==> src/rtl/bcd_conv_scheduler.sv <==
// -----------------------------------------------------------------------------
// bcd_conv_scheduler
//
// Purpose: shares one serial binary-to-BCD converter (double dabble, one bit per
// clock) between NUM_REQ requesters. In IDLE an arbiter picks one requester and
// captures its operand. The shift-add datapath then runs for BIN_W CONV cycles.
// A single DONE cycle loads the result registers, and the result appears on the
// outputs in the following cycle.
//
// Handshake: req_ip[k] is a level request, sampled only while IDLE. The grant is
// signalled by a one-cycle ack_op[k] pulse in the cycle after capture. The
// requester drops req_ip[k] in that cycle. A request still high in the next IDLE
// cycle counts as a new request. res_valid_op is a one-cycle pulse with
// res_id_op/bcd_data_op valid alongside it. The result registers hold until the
// next completion.
//
// Timing: ack -> res_valid is BIN_W+1 cycles. Grants to continuously waiting
// requesters are BIN_W+2 cycles apart, because the arbiter samples during the
// result cycle.
//
// Configuration: define BCD_FIXED_PRIO_EN for fixed priority (requester 0
// highest, no pointer). Otherwise arbitration is round-robin from pointer p.
//
// Ports:
//   clk_1mhz       in   clock, rising edge active
//   reset_n_ip     in   asynchronous active-low reset
//   req_ip         in   [NUM_REQ]        request levels
//   binary_data_ip in   [NUM_REQ*BIN_W]  operands, requester k at [k*BIN_W +: BIN_W]
//   ack_op         out  [NUM_REQ]        capture pulse for the granted requester
//   busy_op        out  high in CONV and DONE
//   res_valid_op   out  one-cycle result pulse
//   res_id_op      out  [3]  owner of the result
//   bcd_data_op    out  [16] {thousands, hundreds, tens, units}
//   state_dbg      out  [2]  current FSM state (0 IDLE, 1 CONV, 2 DONE)
// -----------------------------------------------------------------------------
module bcd_conv_scheduler #(
    parameter int NUM_REQ = 4,
    parameter int BIN_W   = 13
) (
    input  logic                     clk_1mhz,
    input  logic                     reset_n_ip,
    input  logic [NUM_REQ-1:0]       req_ip,
    input  logic [NUM_REQ*BIN_W-1:0] binary_data_ip,
    output logic [NUM_REQ-1:0]       ack_op,
    output logic                     busy_op,
    output logic                     res_valid_op,
    output logic [2:0]               res_id_op,
    output logic [15:0]              bcd_data_op,
    output logic [1:0]               state_dbg
);

    localparam int CNT_W = $clog2(BIN_W + 1);
    localparam logic [CNT_W-1:0] LAST_BIT = CNT_W'(BIN_W - 1);

    typedef enum logic [1:0] {
        IDLE = 2'd0,
        CONV = 2'd1,
        DONE = 2'd2
    } state_t;

    state_t           state;
    logic [BIN_W-1:0] operand;
    logic [15:0]      digits;
    logic [CNT_W-1:0] bit_cnt;
    logic [2:0]       cur_id;

    logic             grant_any;
    logic [2:0]       grant_idx;
    logic [BIN_W-1:0] grant_operand;
    logic [15:0]      dabble_next;

    assign state_dbg = state;

`ifdef BCD_FIXED_PRIO_EN
    // Lowest index wins: scan downward so the last hit is the smallest index.
    always_comb begin
        grant_any = 1'b0;
        grant_idx = '0;
        for (int j = NUM_REQ - 1; j >= 0; j--) begin
            if (req_ip[j]) begin
                grant_any = 1'b1;
                grant_idx = 3'(j);
            end
        end
    end
`else
    logic [2:0]           rr_ptr;
    logic [2*NUM_REQ-1:0] req_dbl;
    logic [NUM_REQ-1:0]   req_rot;
    logic [2:0]           sel_off;
    logic [3:0]           grant_sum;
    logic [3:0]           ptr_next;

    // Rotate the requests so bit 0 is requester p. The first set bit is then
    // the offset of the winner from the pointer.
    always_comb begin
        req_dbl   = {req_ip, req_ip};
        req_rot   = req_dbl[rr_ptr +: NUM_REQ];
        grant_any = 1'b0;
        sel_off   = '0;
        for (int j = NUM_REQ - 1; j >= 0; j--) begin
            if (req_rot[j]) begin
                grant_any = 1'b1;
                sel_off   = 3'(j);
            end
        end
        grant_sum = {1'b0, rr_ptr} + {1'b0, sel_off};
        if (grant_sum >= 4'(NUM_REQ)) begin
            grant_sum = grant_sum - 4'(NUM_REQ);
        end
        grant_idx = grant_sum[2:0];
        ptr_next  = {1'b0, grant_idx} + 4'd1;
        if (ptr_next >= 4'(NUM_REQ)) begin
            ptr_next = '0;
        end
    end
`endif

    always_comb begin
        grant_operand = binary_data_ip[grant_idx*BIN_W +: BIN_W];
    end

    // One double-dabble step: correct each digit that would overflow past 9
    // when doubled, then shift the operand MSB into the units LSB. The carry
    // out of the thousands digit is dropped, which leaves the result mod 10000.
    always_comb begin
        logic [15:0] adj;
        adj = '0;
        for (int d = 0; d < 4; d++) begin
            adj[d*4 +: 4] = (digits[d*4 +: 4] >= 4'd5) ? digits[d*4 +: 4] + 4'd3
                                                         : digits[d*4 +: 4];
        end
        dabble_next = {adj[14:0], operand[BIN_W-1]};
    end

    always_ff @(posedge clk_1mhz or negedge reset_n_ip) begin
        if (!reset_n_ip) begin
            state        <= IDLE;
            operand      <= '0;
            digits       <= '0;
            bit_cnt      <= '0;
            cur_id       <= '0;
            ack_op       <= '0;
            busy_op      <= 1'b0;
            res_valid_op <= 1'b0;
            res_id_op    <= '0;
            bcd_data_op  <= '0;
`ifndef BCD_FIXED_PRIO_EN
            rr_ptr       <= '0;
`endif
        end else begin
            ack_op       <= '0;
            res_valid_op <= 1'b0;
            case (state)
                IDLE: begin
                    if (grant_any) begin
                        operand <= grant_operand;
                        cur_id  <= grant_idx;
                        digits  <= '0;
                        bit_cnt <= '0;
                        ack_op  <= NUM_REQ'(1) << grant_idx;
                        busy_op <= 1'b1;
                        state   <= CONV;
`ifndef BCD_FIXED_PRIO_EN
                        rr_ptr  <= ptr_next[2:0];
`endif
                    end
                end
                CONV: begin
                    digits  <= dabble_next;
                    operand <= {operand[BIN_W-2:0], 1'b0};
                    if (bit_cnt == LAST_BIT) begin
                        state <= DONE;
                    end else begin
                        bit_cnt <= bit_cnt + 1'b1;
                    end
                end
                DONE: begin
                    bcd_data_op  <= digits;
                    res_id_op    <= cur_id;
                    res_valid_op <= 1'b1;
                    busy_op      <= 1'b0;
                    state        <= IDLE;
                end
                default: begin
                    state   <= IDLE;
                    busy_op <= 1'b0;
                end
            endcase
        end
    end

endmodule

==> config.mk <==
export PLATFORM = sky130hd
export DESIGN_NAME = bcd_conv_scheduler
export DESIGN_NICKNAME = d
export VERILOG_FILES = /design/src/rtl/bcd_conv_scheduler.sv
export SDC_FILE = /design/constraint.sdc
export NUM_CORES = 1
export LEC_CHECK = 0
export BUFFER_PORTS_ARGS = -buffer_cell sky130_fd_sc_hd__buf_2
export CAP_MARGIN = 25
export CELL_PAD_IN_SITES_DETAIL_PLACEMENT = 0
export CELL_PAD_IN_SITES_GLOBAL_PLACEMENT = 1
export CORE_ASPECT_RATIO = 0.5
export CORE_MARGIN = 2
export CORE_UTILIZATION = 42
export CTS_CLUSTER_SIZE = 30
export DETAILED_ROUTE_END_ITERATION = 8
export PLACE_DENSITY_LB_ADDON = 0.1
export SLEW_MARGIN = 15
export SYNTH_ARGS = -nofsm -noshare
export SYNTH_HDL_FRONTEND = slang
export SYNTH_SLANG_ARGS = --single-unit
export TNS_END_PERCENT = 5
==> constraint.sdc <==
create_clock -name clk_1mhz -period 3.68 [get_ports clk_1mhz]
set_input_delay 0.552 -clock clk_1mhz [delete_from_list [all_inputs] [get_ports clk_1mhz]]
set_output_delay 0.552 -clock clk_1mhz [all_outputs]
set_load 0.005 [all_outputs]
# Word level (Yosys, flattened, before mapping)

Index checks and enable logic that the tools add are counted.

Output and inout port bits: 27
Flip-flop bits (word level): 66
Input bits: 58

Magnitude comparators: 6
$add $sub $neg: 8
Shift operators: 3
Eq/ne operators: 6
Multipliers: 1
Reductions and logical operators: 7
Bitwise logic cells: 1
Multiplexer cells: 29

Operators by type and width:

| kind                                                              | count |
|---|---|
| variable part select 52 x 8 -> 13 bit                             | 1 |
| one-hot mux 16 bit (2 select lines)                               | 1 |
| 2-to-1 mux 4 bit                                                  | 7 |
| one-hot mux 13 bit (2 select lines)                               | 1 |
| greater-or-equal comparator 4 x 3 -> 1 bit, second input constant | 6 |
| 2-to-1 mux 3 bit                                                  | 6 |
| 2-to-1 mux 16 bit                                                 | 1 |
| 2-to-1 mux 13 bit                                                 | 1 |
| adder 4 x 2 -> 4 bit, second input constant                       | 3 |
| one-hot mux 4 bit (2 select lines)                                | 1 |
| AND reduction 2 bit                                               | 4 |
| variable part select 8 x 4 -> 4 bit                               | 1 |
| multiplier 3 x 4 -> 7 bit, second input constant                  | 1 |
| 2-to-1 mux 1 bit                                                  | 6 |
| 2-to-1 mux 2 bit                                                  | 3 |
| != test 2 bit, second input constant                              | 3 |
| adder 3 x 1 -> 4 bit, second input constant                       | 1 |
| adder 3 x 3 -> 4 bit                                              | 1 |
| adder 4 x 1 -> 4 bit, second input constant                       | 1 |
| equality test 4 bit, second input constant                        | 1 |
| one-hot mux 2 bit (2 select lines)                                | 1 |
| << shifter 1 x 3 -> 4 bit, first input constant                   | 1 |
| adder 3 x 2 -> 3 bit, second input constant                       | 1 |
| AND reduction 3 bit                                               | 1 |
| 7 further kinds                                                   | 7 |

# Longest topological paths before layout

Word-level depth: 12
Gate-level depth with buffers: 12
Mapped depth without buffers: 11

# Least setup slack after synthesis

OpenSTA, ideal clock, no wires.

Kind: input port to flip-flop
Start: input req_ip[3]
End: register operand[10]
Path buffers: 2
Stages on the path: 10
Setup slack: 0.405 ns
Arrival time: 3.149 ns
Data required time: 3.554 ns
Cells stage by stage: and4bb_2 a31oi_1 a21oi_1 a211o_1 ha_1 fa_1 clkbuf_1 clkbuf_1 mux4_2 a221o_1

Cells in the longest elaborated chain, start to end: 12
Elaborated cells between the ends (all ways): 19

Ends and longest elaborated chain:

| element                                                                               | line     | source |
|---|---|---|
| from (decl)                                                                           | 42       | `input logic [NUM_REQ-1:0] req_ip,` |
| variable part select 8 x 4 -> 4 bit (*)                                               | 98       | `req_rot = req_dbl[rr_ptr +: NUM_REQ];` |
| 2-to-1 mux 2 bit                                                                      | 102      | `if (req_rot[j]) begin` |
| 2-to-1 mux 3 bit (2 in series)                                                        | 102      |  |
| 2-to-1 mux 3 bit (*)                                                                  | 102      |  |
| adder 3 x 3 -> 4 bit (*)                                                              | 107      | `grant_sum = {1'b0, rr_ptr} + {1'b0, sel_off};` |
| greater-or-equal comparator 4 x 3 -> 1 bit / subtractor 3 bit (equally long branches) | 108, 109 |  |
| 2-to-1 mux 3 bit (*)                                                                  | 108      | `if (grant_sum >= 4'(NUM_REQ)) begin` |
| named net grant_sum[1]                                                                | 91       | `logic [3:0] grant_sum;` |
| multiplier 3 x 4 -> 7 bit (*)                                                         | 120      | `grant_operand = binary_data_ip[grant_idx*BIN_W +: BIN_W];` |
| variable part select 52 x 8 -> 13 bit (*)                                             | 120      |  |
| 2-to-1 mux 13 bit (*)                                                                 | 156      | `if (grant_any) begin` |
| one-hot mux 13 bit (2 select lines) (*)                                               | 154      | `case (state)` |
| to (signal assigned)                                                                  | 157      | `operand <= grant_operand;` |
| to (signal assigned)                                                                  | 171      | `operand <= {operand[BIN_W-2:0], 1'b0};` |
| to (decl)                                                                             | 62       | `logic [BIN_W-1:0] operand;` |

The timed path passes the listed nets; every way through them passes the cells marked *. The select of a mux whose other input is x is not followed.
A chain may end at the register's enable or synchronous reset.

# Worst setup path in the final report

Start: register rr_ptr[0]
End: register rr_ptr[1]

Cells in the longest elaborated chain, start to end: 11
Elaborated cells between the ends (all ways): 17

Ends and longest elaborated chain:

| element                                                                               | line     | source |
|---|---|---|
| from (decl)                                                                           | 87       | `logic [2:0] rr_ptr;` |
| from (signal assigned)                                                                | 165      | `rr_ptr <= ptr_next[2:0];` |
| variable part select 8 x 4 -> 4 bit                                                   | 98       |  |
| 2-to-1 mux 2 bit                                                                      | 102      |  |
| 2-to-1 mux 3 bit (3 in series)                                                        | 102      |  |
| adder 3 x 3 -> 4 bit (*)                                                              | 107      |  |
| greater-or-equal comparator 4 x 3 -> 1 bit / subtractor 3 bit (equally long branches) | 108, 109 |  |
| 2-to-1 mux 3 bit (*)                                                                  | 108      |  |
| named net grant_sum[1]                                                                | 91       |  |
| adder 3 x 1 -> 4 bit (*)                                                              | 112      | `ptr_next = {1'b0, grant_idx} + 4'd1;` |
| greater-or-equal comparator 4 x 3 -> 1 bit                                            | 113      | `if (ptr_next >= 4'(NUM_REQ)) begin` |
| 2-to-1 mux 3 bit (*)                                                                  | 113      |  |

The timed path passes the listed nets; every way through them passes the cells marked *.

==> run summary <==
For this design, the slowest cell found on the critical path is sky130_fd_sc_hd__fa_1. The post-route antenna net violation count is 0. For this run, the leading register cell type out of synthesis is sky130_fd_sc_hd__dfrtp_1. Along the worst path, the maximum fanout reaches 9. The static power due to leakage is approximately 2.2 nW. The boundary pin count came out at 85. After synthesis, the cell types taking the most area are sky130_fd_sc_hd__dfrtp_1 (46%), sky130_fd_sc_hd__mux4_2 (8.1%), sky130_fd_sc_hd__ha_1 (5.6%), sky130_fd_sc_hd__mux2_2 (4.7%), sky130_fd_sc_hd__a22o_1 (4.1%). The cell area that synthesis handed to floorplanning was approximately 3600 µm². The die covers roughly 9400 µm². The relative area change from synthesis to final layout is 24.3%. The share of the synthesized netlist area taken by xor and xnor gates came out at 1.70%. Setup repair after global routing left no endpoint under its margin. The synthesized design spends more area on one cell type than any other, namely sky130_fd_sc_hd__dfrtp_1. The total of fill cells in the finished design is 738. The biggest cell delay along the critical path is 0.56 ns. The clock passes through at most 2 buffers. The synthesized net count is 381. The share of flip-flops with an asynchronous set or reset after synthesis is 100%. The count of synthesis-stage warnings from yosys came out at 0. Global routing finished with a remaining overflow of 0.

Synthesis produced a netlist whose cell count is 306. The total global-route track usage is 18.8%. In this run switching power makes up about a third of total power.

0 antenna diodes ended up in the layout. Of the total synthesized cell area, the portion taken by AND, OR, NAND and NOR gates is 11.4%. The synthesized-area fraction occupied by ao, oa, aoi and oai cells is 15.6%. The average cell area after synthesis came out at 11.8 µm². The die extent in y is approximately 69 µm. The first detailed-routing pass ran for 4 iterations. The post-route fraction of the period consumed by the critical path is 85.5%.

The synthesis-stage register bit count is between 60 and 70. For the pin with the worst max-slew slack, the measured transition is between 0.7 and 0.8 ns. The internal portion of the total power is around 0.0026 W. The first-pass GRT wire length came out at 13800 µm. The routed length on met1 is ~3700 µm. The share of the Yosys chip area taken by registers is 45.9%. The layout net count is roughly 470.

The hold violation total from the final report came out at 0. The cell that appears most often on the critical path is sky130_fd_sc_hd__mux2_2. The minimum period implied by the final worst setup slack is 3.15 ns. The worst-case clock skew is 0.0102 ns. Once the floorplan was initialized, standard cells occupied 44.2% of the core. The quantity of hold-fixing buffers added after cts came out at 0. The clock latency at the later pin of the worst-skew pair is 0.33 ns. The CTS sink count came out at 66. The average vias per placed instance came out at 5.28. Buffers inserted during clock tree synthesis total 9. The TritonCTS clock tree is yes. The clock share of power came out at 23.4%. The master cell of the clock root buffer is sky130_fd_sc_hd__clkbuf_16. The signal on the critical path passes through and3b_1 > or3_4 > o31ai_1 > fa_1 > ha_1 > inv_1 > a211oi_1 > mux2_2 > mux2_2. The detailed-routed wire length on met2 is between 3000 and 4000 µm. The floorplan die width is 135 µm.

The data arrival time of the critical path came out at 3.36 ns. The routed length per instance came out at 15.5 µm. The final weighted congestion in routability-driven placement is 0.801. The number of antenna violations at the first check in global routing is 1. Summed over all nets, the switching power comes to 0.00140 W. The max-slew violation total from the final report is 0. The final standard cell utilization of the core is between 50 and 60%. Setup violations remaining at the end of the flow were counted as 0. The wire length reported by the detailed router came out at 7900 µm. The maximum number of pins on one net before global-route repair is 36. The number of setup buffers added after CTS came out at 0. In this run, the number of DRC markers left after iteration 0 of detailed routing was around 140. The placeable core area came out at 8140 µm². Summed over all failing endpoints, the final setup total negative slack is 0 ns.

In this run the power density over the cells is 892 nW/µm². The H-tree depth came out at 3. The startpoint type of the worst setup path is a flip-flop.

The hold slack is 0.310 ns. IR analysis of the VDD net gives a maximum drop of between 300 and 400 µV. Yosys mapped a number of flops with a built-in enable equal to 0. The post-cts gate resize count is 0. The number of unique standard cell types used by synthesis came out at 48. The post-route netlist has 36.3% of its cells at a drive strength greater than 1. The multiplexer share of the synthesized area came out at 14.9%. The port buffer count is between 80 and 90. The number of violations of the max-capacitance limit came out at 0. By startpoint and endpoint, the worst setup path is classified as flip-flop to flip-flop. Signal routing reaches up to met4.

The routed via count is ~2700. The run finished with clean final reports. Of the post-synthesis cell area, the dominant cell type holds a little under half. After detailed routing, the met3 layer carries approximately 540 µm of wire. STA classifies the critical path endpoint as a flip-flop. The detailed placement HPWL is 5610 µm.

The residual DRC count is 0. After synthesis, the largest family of logic cells by area is compound AO/OA/AOI/OAI gates. The worst slew margin relative to its limit is 46.7%. The adder-cell share of the synthesized area is 6.12%. The critical path data required time came out at 3.89 ns.

The number of global-route vias before repair was 2823. The register share of total power came out at 31.0%. The part of the power in combinational logic is a little under half. The clock-pin slew of the registers on the worst-case setup and hold paths is roughly 0.050 ns. The min-delay analysis places its worst path in the category input port to async pin. The achievable clock frequency came out at 318 MHz. Row generation in the floorplan step produced 23 rows.
## stage by stage
step                std cells  setup slack [ns]  total power [W]  instance area, µm²
floorplan                 306             0.405          0.00258                3600
global placement          494             0.461          0.00299                4120
detailed placement        494             0.368          0.00307                4120
CTS                       510             0.547          0.00403                4450
global route              511             0.368          0.00434                4470
finish                    511             0.532          0.00398                4470
## path summary, 6_finish.rpt
check	start	to	slack [ns]	cells past startpoint
worst min-delay path	reset_n_ip	bcd_data_op[4]$_DFFE_PN0P_	0.31	1
min in group clk_1mhz	bcd_data_op[8]$_DFFE_PN0P_	bcd_data_op[8]$_DFFE_PN0P_	0.47	2
worst max-delay path	rr_ptr[0]$_DFFE_PN0P_	rr_ptr[1]$_DFFE_PN0P_	0.53	9
worst min register to register	bcd_data_op[8]$_DFFE_PN0P_	bcd_data_op[8]$_DFFE_PN0P_	0.47	2
max in group asynchronous	reset_n_ip	cur_id[1]$_DFFE_PN0P_	2.43	2
worst max register to register	rr_ptr[0]$_DFFE_PN0P_	rr_ptr[1]$_DFFE_PN0P_	0.53	9
## flip-flops by register name, indices dropped and copies added, names as in the netlist
signal and count:
res_id_op 3, cur_id 3, bcd_data_op 16, operand 13, state_dbg 2, rr_ptr 3, bit_cnt 4, res_valid_op 1
digits 16, busy_op 1, ack_op 4
## metal layers
metal  GRT usage, %  vias to the layer above
met5              0                        -
met4           4.56                        0
met3           6.43                        8
met2           30.1                       85
met1           24.8                     1314
li1               -                     1292
## power by group through the flow
| stage | sequential, W | combinational (W) | clock (W) |
|---|---|---|---|
| final | 0.00123 | 0.00182 | 0.000934 |
| after global routing | 0.00128 | 0.00206 | 0.00100 |
| after CTS | 0.00123 | 0.00184 | 0.000953 |
| after detailed placement | 0.00124 | 0.00183 | 0 |
| after global placement | 0.00123 | 0.00176 | 0 |
| after floorplan | 0.00119 | 0.00139 | 0 |
## cells in the mapped netlist (2+ instances only)
library cell               count
sky130_fd_sc_hd__nand2_1      22
sky130_fd_sc_hd__o21ai_0      18
sky130_fd_sc_hd__a22o_1       17
sky130_fd_sc_hd__nand3_1       4
sky130_fd_sc_hd__nand2b_1      8
sky130_fd_sc_hd__ha_1         16
sky130_fd_sc_hd__a221o_1      12
sky130_fd_sc_hd__buf_2         5
sky130_fd_sc_hd__mux4_2       13
sky130_fd_sc_hd__nor3_1        4
sky130_fd_sc_hd__inv_1        19
sky130_fd_sc_hd__xnor2_1       4
sky130_fd_sc_hd__a211oi_1      2
sky130_fd_sc_hd__a21oi_1       7
sky130_fd_sc_hd__mux2i_1       5
sky130_fd_sc_hd__o21ai_2       2
sky130_fd_sc_hd__nor2_1       13
sky130_fd_sc_hd__clkbuf_1      7
sky130_fd_sc_hd__and2_1       16
sky130_fd_sc_hd__dfrtp_1      66
sky130_fd_sc_hd__buf_6         2
sky130_fd_sc_hd__mux2_2       15
sky130_fd_sc_hd__mux2_1        2
sky130_fd_sc_hd__xor2_1        3
## kinds of logic (layout without fill, tap and decap cells)
group,count (synthesis),after routing
multiplexers,35,35
flip-flops,66,66
AO/OA/AOI/OAI,70,70
buffers and inverters,34,127
adder cells (fa/ha/maj),17,17
XOR/XNOR,7,7
AND/OR/NAND/NOR,77,77
## cells in the final DEF (no fill, tap or decap), types with 5 or more instances in the layout
cell	instances
sky130_fd_sc_hd__dfrtp_1	66
sky130_fd_sc_hd__o21ai_0	18
sky130_fd_sc_hd__and2_1	16
sky130_fd_sc_hd__mux4_2	13
sky130_fd_sc_hd__mux2_2	15
sky130_fd_sc_hd__nand2_1	22
sky130_fd_sc_hd__buf_4	7
sky130_fd_sc_hd__ha_1	16
sky130_fd_sc_hd__clkbuf_16	9
sky130_fd_sc_hd__a221o_1	12
sky130_fd_sc_hd__a22o_1	17
sky130_fd_sc_hd__mux2i_1	5
sky130_fd_sc_hd__nand2b_1	8
sky130_fd_sc_hd__buf_2	84
sky130_fd_sc_hd__inv_1	19
sky130_fd_sc_hd__a21oi_1	7
sky130_fd_sc_hd__nor2_1	13
## worst max-delay path, delay by kind of cell, from the launching register on
family | cells | cell delay, ns
AO/OA/AOI/OAI | 2 | 0.47
AND/OR/NAND/NOR | 2 | 0.64
adder cells (fa/ha/maj) | 2 | 0.82
flip-flops | 1 | 0.48
multiplexers | 2 | 0.54
buffers and inverters | 1 | 0.09
## cell type report
type,count,area (µm²),share of cell area [%]
inverter,19,71.3,1.60
sequential,66,1650,37.0
timing repair buffer,92,488,10.9
multi-input combinational,206,1790,40.0
clock buffer,12,256,5.74
tap,112,140,3.14
clock inverter,4,73.8,1.65
Power figures use the tool's default switching activity.
